## src/rtl/l2_traffic_gen.sv

```systemverilog
// L2 request stimulus engine: LFSR write fill, descending read-back,
// plus a delayed 4-phase cmd_req/cmd_ack responder.
module l2_traffic_gen #(
  parameter int L2_REQ_WIDTH = 20,
  parameter int DATA_WIDTH   = 8,
  parameter int CNT_WIDTH    = 8,
  parameter int ACK_DELAY    = 2
) (
  input  logic                    clk,
  input  logic                    rst_b,
  input  logic                    start,
  input  logic [1:0]              mode,
  input  logic [L2_REQ_WIDTH-1:0] base_addr,
  input  logic [CNT_WIDTH-1:0]    num_req,
  input  logic [15:0]             seed,
  input  logic                    req_ready,
  output logic                    l2_req_valid,
  output logic                    l2_rw_req,
  output logic [L2_REQ_WIDTH-1:0] l2_req_instr,
  output logic [DATA_WIDTH-1:0]   l2_req_data,
  output logic                    busy,
  output logic                    done,
  output logic [CNT_WIDTH-1:0]    req_count,
  input  logic                    cmd_req,
  output logic                    cmd_ack
);

  typedef enum logic [1:0] {
    S_IDLE,
    S_WRITE,
    S_READ,
    S_DONE
  } state_t;

  localparam logic [15:0] LFSR_INIT = 16'hACE1;
  localparam int AW = (ACK_DELAY > 1) ? $clog2(ACK_DELAY) : 1;

  state_t                  state_q, state_d;
  logic [L2_REQ_WIDTH-1:0] addr_q, addr_d;
  logic [15:0]             lfsr_q, lfsr_d;
  logic [CNT_WIDTH-1:0]    cnt_q, cnt_d;
  logic [CNT_WIDTH-1:0]    num_q, num_d;
  logic [1:0]              mode_q, mode_d;
  logic                    ack_q, ack_d;
  logic [AW-1:0]           ackc_q, ackc_d;
  logic [CNT_WIDTH-1:0]    cnt_inc;
  logic                    last;

  // x^16+x^14+x^13+x^11+1, shift left with feedback into bit 0
  function automatic logic [15:0] lfsr_step(input logic [15:0] x);
    return {x[14:0], x[15] ^ x[13] ^ x[12] ^ x[10]};
  endfunction

  always_ff @(posedge clk) begin
    if (rst_b) begin
      state_q <= S_IDLE;
      addr_q  <= '0;
      lfsr_q  <= LFSR_INIT;
      cnt_q   <= '0;
      num_q   <= '0;
      mode_q  <= '0;
      ack_q   <= 1'b0;
      ackc_q  <= '0;
    end else begin
      state_q <= state_d;
      addr_q  <= addr_d;
      lfsr_q  <= lfsr_d;
      cnt_q   <= cnt_d;
      num_q   <= num_d;
      mode_q  <= mode_d;
      ack_q   <= ack_d;
      ackc_q  <= ackc_d;
    end
  end

  assign cnt_inc = cnt_q + CNT_WIDTH'(1);
  assign last    = (cnt_inc == num_q);

  always_comb begin
    state_d = state_q;
    addr_d  = addr_q;
    lfsr_d  = lfsr_q;
    cnt_d   = cnt_q;
    num_d   = num_q;
    mode_d  = mode_q;
    unique case (state_q)
      S_IDLE: begin
        if (start) begin
          lfsr_d = (seed == 16'h0) ? LFSR_INIT : seed;
          cnt_d  = '0;
          mode_d = mode;
          num_d  = num_req;
          if (num_req == '0) begin
            state_d = S_DONE;
          end else if (mode == 2'd1) begin
            state_d = S_READ;
            addr_d  = base_addr + L2_REQ_WIDTH'(num_req)
                      - L2_REQ_WIDTH'(1);
          end else begin
            state_d = S_WRITE;
            addr_d  = base_addr;
          end
        end
      end
      S_WRITE: begin
        if (req_ready) begin
          lfsr_d = lfsr_step(lfsr_q);
          cnt_d  = cnt_inc;
          addr_d = addr_q + L2_REQ_WIDTH'(1);
          if (last) begin
            if (mode_q == 2'd0) begin
              state_d = S_DONE;
            end else begin
              // read-back starts at the last written address
              state_d = S_READ;
              addr_d  = addr_q;
              cnt_d   = '0;
            end
          end
        end
      end
      S_READ: begin
        if (req_ready) begin
          addr_d = addr_q - L2_REQ_WIDTH'(1);
          cnt_d  = cnt_inc;
          if (last) state_d = S_DONE;
        end
      end
      S_DONE:  state_d = S_IDLE;
      default: state_d = S_IDLE;
    endcase
  end

  // a cmd_req change that reverts before the delay expires is dropped
  always_comb begin
    ack_d  = ack_q;
    ackc_d = '0;
    if (cmd_req != ack_q) begin
      if (ackc_q == AW'(ACK_DELAY - 1)) begin
        ack_d  = cmd_req;
        ackc_d = '0;
      end else begin
        ackc_d = ackc_q + AW'(1);
      end
    end
  end

  always_comb begin
    l2_req_valid = 1'b0;
    l2_rw_req    = 1'b0;
    l2_req_instr = '0;
    l2_req_data  = '0;
    busy         = (state_q != S_IDLE);
    done         = 1'b0;
    unique case (1'b1)
      (state_q == S_WRITE): begin
        l2_req_valid = 1'b1;
        l2_rw_req    = 1'b1;
        l2_req_instr = addr_q;
        l2_req_data  = lfsr_q[DATA_WIDTH-1:0];
      end
      (state_q == S_READ): begin
        l2_req_valid = 1'b1;
        l2_req_instr = addr_q;
      end
      (state_q == S_DONE): done = 1'b1;
      default: ;
    endcase
  end

  assign req_count = cnt_q;
  assign cmd_ack   = ack_q;

endmodule

```

## config.mk

```make
export PLATFORM = sky130hd
export DESIGN_NAME = l2_traffic_gen
export DESIGN_NICKNAME = d
export VERILOG_FILES = /design/src/rtl/l2_traffic_gen.sv
export SDC_FILE = /design/constraint.sdc
export NUM_CORES = 1
export LEC_CHECK = 0
export ABC_AREA = 1
export CAP_MARGIN = 20
export CORE_MARGIN = 2
export CORE_UTILIZATION = 35
export CTS_CLUSTER_SIZE = 12
export DETAILED_ROUTE_END_ITERATION = 8
export SYNTH_ARGS = -nofsm -noshare
export SYNTH_HDL_FRONTEND = slang
export SYNTH_SLANG_ARGS = --single-unit
```

## constraint.sdc

```tcl
create_clock -name clk -period 2.25 [get_ports clk]
set_input_delay 0.225 -clock clk [delete_from_list [all_inputs] [get_ports clk]]
set_output_delay 0.225 -clock clk [all_outputs]
set_load 0.005 [all_outputs]
```

# ---- After elaboration in Yosys (flattened, before gate mapping)
# Index checks and enable logic that the tools add are counted.
dict set report classes {
  n_bitwise 4
  n_eq_ne 13
  n_mux 32
  n_reduce_logical 15
  addsub 6
}
# cell n
set ops {}
lappend ops {{20-bit two-way mux} 8}
lappend ops {{20-bit one-hot mux with 3 select lines} 1}
lappend ops {{16-bit two-way mux} 3}
lappend ops {{8-bit two-way mux} 6}
lappend ops {{20-bit by 1-bit subtractor with 20-bit output (second input constant)} 2}
lappend ops {{16-bit one-hot mux with 2 select lines} 1}
lappend ops {{8-bit one-hot mux with 3 select lines} 1}
lappend ops {{20-bit by 1-bit adder with 20-bit output (second input constant)} 1}
lappend ops {{20-bit by 8-bit adder with 20-bit output} 1}
lappend ops {{16-bit logical NOT} 1}
lappend ops {{2-bit two-way mux} 7}
lappend ops {{2-bit != test (second input constant)} 6}
lappend ops {{8-bit by 1-bit adder with 8-bit output (second input constant)} 1}
lappend ops {{8-bit equality test} 1}
lappend ops {{8-bit logical NOT} 1}
lappend ops {{2-bit one-hot mux with 4 select lines} 1}
lappend ops {{6-bit AND reduction} 1}
lappend ops {{5-bit AND reduction} 1}
lappend ops {{2-bit by 1-bit equality test with 1-bit output (second input constant)} 2}
lappend ops {{2-bit equality test (second input constant)} 2}
lappend ops {{2-bit logical NOT} 2}
lappend ops {{1-bit two-way mux} 4}
lappend ops {{2-bit AND reduction} 2}
lappend ops {{4-bit AND reduction} 1}
lappend ops {{other kinds (10)} 13}
dict set report totals {
  output_inout_bits 41
  elab_cells 78
  in_bits 51
  register_bits 58
}

# ---- Logic depth before layout (Yosys ltp)
# Gate-level depths: netlist of run 1.
dict set report logic_depth {
  ltp_word 6
  mapped_depth 22
  mapped_depth_nobuf 20
}

# ---- Least setup slack after synthesis of run 1
# No wires, ideal clock.
dict set report synth_timing {
  path_kind {register to register}
  startpoint {reg state_q[0]}
  endpoint {reg addr_q[16]}
  synth_period_minus_slack_ns 2.296
  path_stages_with_launch 22
  arrival_ns 2.183
  required_time_ns 2.137
  setup_time_ns 0.113
  slack_ns -0.046
  cell_sequence {dfxtp_1 inv_1 ha_1 buf_4 inv_2 buf_6 nand2_1 nand2_1 inv_1 ha_1 a21oi_1 nor2_1 nand2_1 nand2_1 nand2_1 nand2_1 nand2_1 nand3_1 nand3_1 nand2_1 nor2_1 nor2_1}
}
dict set report synth_between {
  elab_chain_cells 3
  word_cells_on_any_way 11
}
# element line_no
set synth_rtl {}
lappend synth_rtl {{start: declaration} 38} ;# state_t state_q, state_d;
lappend synth_rtl {{start signal: assignment} 65} ;# state_q <= state_d;
lappend synth_rtl {{2-bit by 1-bit equality test with 1-bit output (tied with other cells)} 86} ;# unique case (state_q)
lappend synth_rtl {{3-bit != test (no source line) (tied with other cells)} --}
lappend synth_rtl {{6-bit AND reduction (no source line)} --}
lappend synth_rtl {{end signal: assignment} 66} ;# addr_q <= addr_d;
lappend synth_rtl {{end: declaration} 39} ;# logic [L2_REQ_WIDTH-1:0] addr_q, addr_d;
# Several ways; a longest one is shown, not always the timed one.
# A chain may end at the register's enable or synchronous reset.

# ---- Final worst setup path of run 1
dict set report layout_timing {
  startpoint {reg state_q[1]}
  endpoint {out l2_req_instr[0]}
}
dict set report layout_between {
  elab_chain_cells 3
  word_cells_on_any_way 4
}
# element line_no
set layout_rtl {}
lappend layout_rtl {{2-bit by 1-bit equality test with 1-bit output / 2-bit equality test (equally long branches)} {156, 162}}
lappend layout_rtl {{2-bit OR reduction (no source line) *} --}
lappend layout_rtl {{20-bit two-way mux *} 155} ;# unique case (1'b1)
lappend layout_rtl {{end: declaration} 19} ;# output logic [L2_REQ_WIDTH-1:0] l2_req_instr,
# Every way passes the cells marked *; elsewhere a longest branch is shown, timed or not.

==> summary.md, run 1 <==
| Metric | Value |
|---|---|
| Status | `complete, no violations` |
| WS Path Type | `register to output pin` |
| Post-CTS Hold Fix Bufs | `0` |
| Clk buf depth | `2` |
| Switching portion of total power | `around 47%` |
| Worst hold-check path type | `primary input to register` |
| Syn Std Cell Area | `6180 µm²` |
| Initial antenna violation count | `0` |
| Area growth syn-to-layout | `45.8%` |
| Critical-path top delay cell | `clkdlybuf4s50_1` |
| PD cells | `~1100 nW/µm²` |
| Inserted Clock Buffers | `9` |
| Grt ovf | `0` |
| Initial DRC count | `~470` |
| Worst-Margin Slew | `0.510 ns` |
| Initial core utilization | `35.7%` |
| Rows | `48` |
| Startpoint types | `register` |
| Synth top area cells | `nand2_1 (22%), dfxtp_1 (19%), inv_1 (12%)` |
| CP Max Fanout | `4` |
| Synth async-reset ratio | `0%` |
| R2R Setup Slk | `approximately 0.16 ns` |
| Final Slew Violations | `0` |
| Final setup vio count | `0` |
| First-pass GRT wire length | `around 33,000 µm` |
| Share of power burned in registers | `17.6%` |
| Int Power | `approximately 5200 µW` |
| Highest Clock Rate | `between 400 and 500 MHz` |
| Yosys cell types | `between 40 and 50` |
| Power share of the combinational group | `about two thirds` |
| CP cell instances | `buf_6 -> inv_2 -> ha_4 -> buf_12 -> nand2_1 -> inv_1 -> clkdlybuf4s50_1` |
| Hold Slack | `between 0.3 and 0.4 ns` |
| Register area share after synthesis | `a little under a fifth` |
| Ant diodes | `0` |
| Post-synth top area share | `22.5%` |
| CTS sink cnt | `between 50 and 60` |
| #FFs+latches synth | `58` |
| Hold Fails Final Rpt | `0` |
| FILL cells | `~1,800` |
| Hpwl dp | `15,900 µm` |
| Yosys warns | `0` |
| RSZ-0062 raised after global routing | `true` |
| Die height | `roughly 140 µm` |
| Core area | `between 15,000 and 20,000 µm²` |
| Syn Inst Count | `1,132` |
| Post-route insts no fill | `~1,600` |
| Required time of the worst setup path | `between 2 and 2.5 ns` |
| Final ANT Viol Nets | `0` |
| Tot Pwr | `9790 µW` |
| Max-Cap Viols | `0` |
| Clock Latency Late Sink | `0.34 ns` |
| TNS Setup | `0 ns` |
| Clock share of power | `14.2%` |
| Die area | `~19,000 µm²` |
| CTS Root Cell | `clkbuf_16` |
| Drt total wl | `20,700 µm` |
| Crit path time final | `approximately 2.2 ns` |
| Arrival time worst endpoint | `1.98 ns` |
| Crit path capture type | `output pin` |
| Nets | `between 1,000 and 1,500` |
| H-tree Lvls | `3` |
| Psw | `roughly 4600 µW` |
| All-Layer GR Usage | `22.6%` |
| Placed instance count | `~1,500` |
| Final std cell area, no fill | `9010 µm²` |
| Area after DPL | `around 8100 µm²` |
| Routed vias | `about 7,500` |
| Most frequent cell after synthesis | `nand2_1` |
| Post-synth EDFFs | `0` |
| Yosys top cell by area | `nand2_1` |
| Main synth FF type | `dfxtp_1` |
| Peak supply drop | `around 0.00052 V` |
| IO buf count | `91` |
| Top cells by count, synth | `nand2_1 (370), inv_1 (197), nor2_1 (119)` |
| TritonCTS clock tree | `built` |
| Avg Synthesized Cell Area | `about 5.5 µm²` |
| Clock-pin slew on the worst setup and hold paths | `around 0.06 ns` |
| Die width | `between 100 and 150 µm` |
| Number of global-route vias before repair | `a little over 7,000` |
| Share of post-route cells with drive strength above 1 | `a little under a fifth` |
| Leakage | `just under 0.005 µW` |
| Area taken by flip-flops and latches | `roughly 1200 µm²` |
| Max incr delay on CP | `0.50 ns` |
| IO Count | `92` |
| Routability congestion estimate | `0.940` |
| Skew final | `0.00556 ns` |
| Multi-input gate area | `between 4000 and 5000 µm²` |
| DRC violations left | `0` |
| Fin crit share | `a little over nine tenths` |
| Wirelength per Cell | `13.2 µm` |
| DRT Pass-1 Iters | `5` |
| Worst rel slew slack | `around two thirds` |
| Vias per cell | `4.79` |
| Syn nets | `about 1,200` |
| Pin count of the biggest net entering global routing | `between 40 and 50` |
## final cells by class
| cell class | instances | share of cell area, % |
|---|---|---|
| clock buffers | 9 | 2.50 |
| clock inverters | 7 | 0.778 |
| inverters | 200 | 8.36 |
| multi-input cells | 842 | 49.5 |
| flip-flops and latches | 58 | 12.9 |
| well taps | 225 | 3.13 |
| repair buffers | 220 | 22.8 |
## stage by stage
stage               utilization [%]  setup slack, ns
floorplan                         -           0.0419
global placement               47.0           -0.598
detailed placement             47.0           -0.654
CTS                            50.3          -0.0371
global route                   52.1          -0.0507
finish                         52.1           0.0497
## timing repair
| item | in CTS | in global routing |
|---|---|---|
| resized for setup | 57 | 82 |
| pin swaps | 14 | 30 |
| setup endpoints to repair | 43 | 34 |
| setup buffers | 6 | 4 |
| gates cloned | 2 | 0 |
## registers in the layout (all words and copies together) (netlist names)
signal     cells
lfsr_q        16
req_count      8
cmd_ack        1
ackc_q         1
state_q        2
mode_q         2
addr_q        20
num_q          8
## placed cells by master, fill, tap and decap left out, types with 2 or more instances in the layout
master           Yosys  layout
o21bai_1             2       2
ha_4                 0      13
o22ai_1              2       2
nand2_1            370     349
dfxtp_1             58      56
clkbuf_16            0       9
clkinv_2             0       3
dlymetal6s2s_1       0      15
a21oi_1             99      94
a21oi_2              2       7
nand2_2              4      22
nand3_2              3      13
ha_1                35      22
o21ai_0             52      48
clkdlybuf4s50_1      0      63
nand3_4              0       2
dfxtp_2              0       2
nor3_1               4       4
nand2_4              2       5
o211ai_1             7       7
nand4_1              8       8
xnor2_1              4       4
nor4_1               4       4
xor2_1               9       9
nor2_1             119     107
inv_1              197     178
buf_4                2     115
clkinv_4             0       2
nand3b_1             2       2
nor2_2               1      13
or2_2                3       2
dlygate4sd2_1        0      13
a31oi_1              2       2
inv_2                2      20
o21ai_1              1       3
buf_6                5       4
nand3_1             97      85
nor2_4               3       3
buf_12               0       7
## cell families (layout without fill, tap and decap cells)
logic type	count (synthesis)	count (layout)	synth area share, %
AO/OA/AOI/OAI	169	169	14.5
XOR/XNOR	13	13	1.84
adder cells (fa/ha/maj)	36	36	7.41
buffers and inverters	232	436	15.1
flip-flops	58	58	18.8
multiplexers	1	1	0.162
AND/OR/NAND/NOR	623	623	42.2
## path summary, 6_finish.rpt
check	startpoint	to	cells after the start
worst max-delay path	state_q[1]	l2_req_instr[0]	7
worst min-delay path	num_req[0]	num_q[0]	4
worst max register to register	state_q[0]	addr_q[17]	16
worst min register to register	ackc_q	cmd_ack	1
## power by group through the flow
stage | clock network (µW) | logic (µW) | registers [µW]
after CTS | 1430 | 6370 | 1710
after global routing | 1460 | 7420 | 1770
final | 1390 | 6680 | 1720
after detailed placement | 0 | 5810 | 1720
after floorplan | 0 | 3650 | 1630
after global placement | 0 | 5780 | 1720
## routing by layer
metal	track usage (%)	part of all wire (%)	vias to the layer above
met1	30.4	48	3323
met3	3.52	4.4	30
li1	-	-	3947
met4	8.53	2.2	0
met5	0	0	-
met2	36.5	45	178
## worst max-delay path, delay by kind of cell, from the launching register on
family                   cells  cell delay, ns
buffers and inverters        5            0.90
flip-flops                   1            0.36
adder cells (fa/ha/maj)      1            0.32
AND/OR/NAND/NOR              1            0.05
No activity file was read; power rests on OpenSTA's default activity.
==> run 2, diff against run 1 <==
--- a/config.mk
+++ b/config.mk
@@ -7,10 +7,12 @@
 export LEC_CHECK = 0
 export ABC_AREA = 1
 export CAP_MARGIN = 20
+export CORE_ASPECT_RATIO = 2
 export CORE_MARGIN = 2
 export CORE_UTILIZATION = 35
 export CTS_CLUSTER_SIZE = 12
 export DETAILED_ROUTE_END_ITERATION = 8
+export REMOVE_ABC_BUFFERS = 1
 export SYNTH_ARGS = -nofsm -noshare
 export SYNTH_HDL_FRONTEND = slang
 export SYNTH_SLANG_ARGS = --single-unit
==> run 2 against run 1 <==
Register-to-register slack lost 0.03 ns. Flip-flop and latch count unchanged. Global-route usage grew 1.6 points. Combinational power up 3.7%. Critical path type is now primary input to register. Largest power group unchanged.
==> summary.md, run 2 (synthesis results as in run 1) <==
| Metric | Value |
|---|---|
| Status | `complete, no violations` |
| Pin count of the biggest net entering global routing | `31` |
| Number of global-route vias before repair | `between 7,000 and 8,000` |
| Arrival time worst endpoint | `roughly 2.4 ns` |
| Rows | `between 60 and 70` |
| TritonCTS clock tree | `built` |
| Startpoint types | `primary input` |
| Max-Cap Viols | `0` |
| Biggest regs | `addr_q x20, lfsr_q x16` |
| DRC violations left | `0` |
| TNS Setup | `0 ns` |
| Initial core utilization | `~36%` |
| Initial DRC count | `344` |
| Vias per cell | `~5.0` |
| Worst-Margin Slew | `0.446 ns` |
| FILL cells | `roughly 1,800` |
| Crit path time final | `between 2 and 2.5 ns` |
| First-pass GRT wire length | `36,100 µm` |
| Clock share of power | `14.2%` |
| Routability congestion estimate | `0.947` |
| PD cells | `about 1100 nW/µm²` |
| Biggest register | `addr_q` |
| Inserted Clock Buffers | `9` |
| Leakage | `between 0.005 and 0.006 µW` |
| Tot Pwr | `between 10,000 and 15,000 µW` |
| Die width | `about 100 µm` |
| Area growth syn-to-layout | `49.0%` |
| Final setup vio count | `0` |
| Largest register FFs | `20` |
| Wirelength per Cell | `about 15 µm` |
| Crit path capture type | `register` |
| Share of power burned in registers | `about 17%` |
| Nets | `around 1,400` |
| All-Layer GR Usage | `24.2%` |
| Worst hold-check path type | `primary input to register` |
| Commonest non-fill, non-tap cells in the layout | `nand2_1 (347), inv_1 (174), buf_4 (127)` |
| Routed vias | `approximately 7,800` |
| DRT Pass-1 Iters | `5` |
| Power share of the combinational group | `just under 70%` |
| CTS Root Cell | `clkbuf_16` |
| Clk buf depth | `2` |
| IO buf count | `approximately 90` |
| Required time of the worst setup path | `approximately 2.5 ns` |
| Peak supply drop | `approximately 0.00066 V` |
| Core area | `approximately 17,000 µm²` |
| Final ANT Viol Nets | `0` |
| Most common cell after layout, fill and taps aside | `nand2_1` |
| Skew final | `between 0.009 and 0.01 ns` |
| Int Power | `5270 µW` |
| Hold Fails Final Rpt | `0` |
| Drt total wl | `between 20,000 and 25,000 µm` |
| H-tree Lvls | `3` |
| Die height | `approximately 190 µm` |
| IO Count | `slightly above 90` |
| Final Slew Violations | `0` |
| CP Max Fanout | `6` |
| WS Path Type | `primary input to register` |
| Die area | `18,800 µm²` |
| Fin crit share | `a little over nine tenths` |
| Post-CTS Hold Fix Bufs | `0` |
| Initial antenna violation count | `0` |
| Highest Clock Rate | `463 MHz` |
| Switching portion of total power | `between 40 and 50%` |
| CTS sink cnt | `between 50 and 60` |
| Ant diodes | `0` |
| Hpwl dp | `between 15,000 and 20,000 µm` |
| Psw | `roughly 4800 µW` |
| Share of post-route cells with drive strength above 1 | `21.3%` |
| Grt ovf | `0` |
| Clock Latency Late Sink | `0.34 ns` |
| Final Core Density | `between 50% and 60%` |
| Worst rel slew slack | `69.9%` |
| Clock-pin slew on the worst setup and hold paths | `around 0.060 ns` |
run 2: cell count changes in the layout (fill, tap and decap cells not counted), moves of 4 or more:
cell | previous run | this run
o21ai_1 | 3 | 10
a21oi_2 | 7 | 13
o21ai_0 | 48 | 41
nor2_1 | 107 | 102
buf_4 | 115 | 127
dlygate4sd2_1 | 13 | 5
inv_2 | 20 | 24
a21oi_1 | 94 | 87
clkdlybuf4s50_1 | 63 | 56
nor2_2 | 13 | 17
dlymetal6s2s_1 | 15 | 30
ha_1 | 22 | 18
inv_1 | 178 | 174
run 2: power by group through the flow:
stage / Clock, µW / Combinational, µW / Sequential (µW)
final: 1430 / 6930 / 1720
after global routing: 1490 / 7650 / 1760
after CTS: 1450 / 6450 / 1710
after detailed placement: 0 / 6040 / 1730
after global placement: 0 / 5990 / 1720
after floorplan: 0 / 3440 / 1630
run 2: through the flow:
step	area [µm²]	hold WS (ns)	std cells	setup slack, ns
after global routing	9210	0.284	1558	-0.0320
after global placement	8180	0.448	1530	-0.487
after floorplan	5990	0.287	1100	-0.641
after CTS	8750	0.337	1551	-0.0120
after detailed placement	8180	0.460	1530	-0.549
final	9210	0.253	1558	0.0906
run 2: path summary, 6_finish.rpt:
check        slack (ns)         end  cells after the start         start
min                0.25    num_q[7]                      3    num_req[7]
max                0.09   addr_q[9]                     15  base_addr[6]
min reg2reg        0.47     cmd_ack                      1        ackc_q
max reg2reg        0.13  addr_q[15]                     17    state_q[0]
run 2: cell type report:
class	count	area (µm²)	share of cell area (%)
multi-input cells	842	4540	49.3
inverters	200	753	8.18
repair buffers	232	2180	23.7
clock buffers	9	225	2.45
flip-flops and latches	58	1160	12.6
well taps	210	263	2.85
clock inverters	7	78.8	0.856
run 2: metal layers:
layer  vias to the layer above  GRT usage [%]  part of all wire [%]
li1                       3970              -                     -
met1                      3498           21.8                    34
met2                       196           48.6                    55
met3                        87           2.40                   3.2
met4                         0           17.4                   7.6
met5                         -              0                     0
run 2: timing repair:
action | 4_1_cts | 5_1_grt
resized for setup | 66 | 118
pin swaps | 18 | 42
setup endpoints to repair | 40 | 35
cloned | 1 | 2
setup buffers | 4 | 5
run 2: critical path, stage by stage:
cell             delay, ns
clkdlybuf4s50_1       0.47
inv_2                 0.07
ha_4                  0.26
inv_2                 0.04
ha_4                  0.26
nand2_1               0.07
nand2_1               0.09
a21oi_2               0.22
nand2_4               0.09
buf_4                 0.14
xor2_1                0.13
o21ai_1               0.14
nand2_1               0.07
nor2_1                0.08
nor2_1                0.05
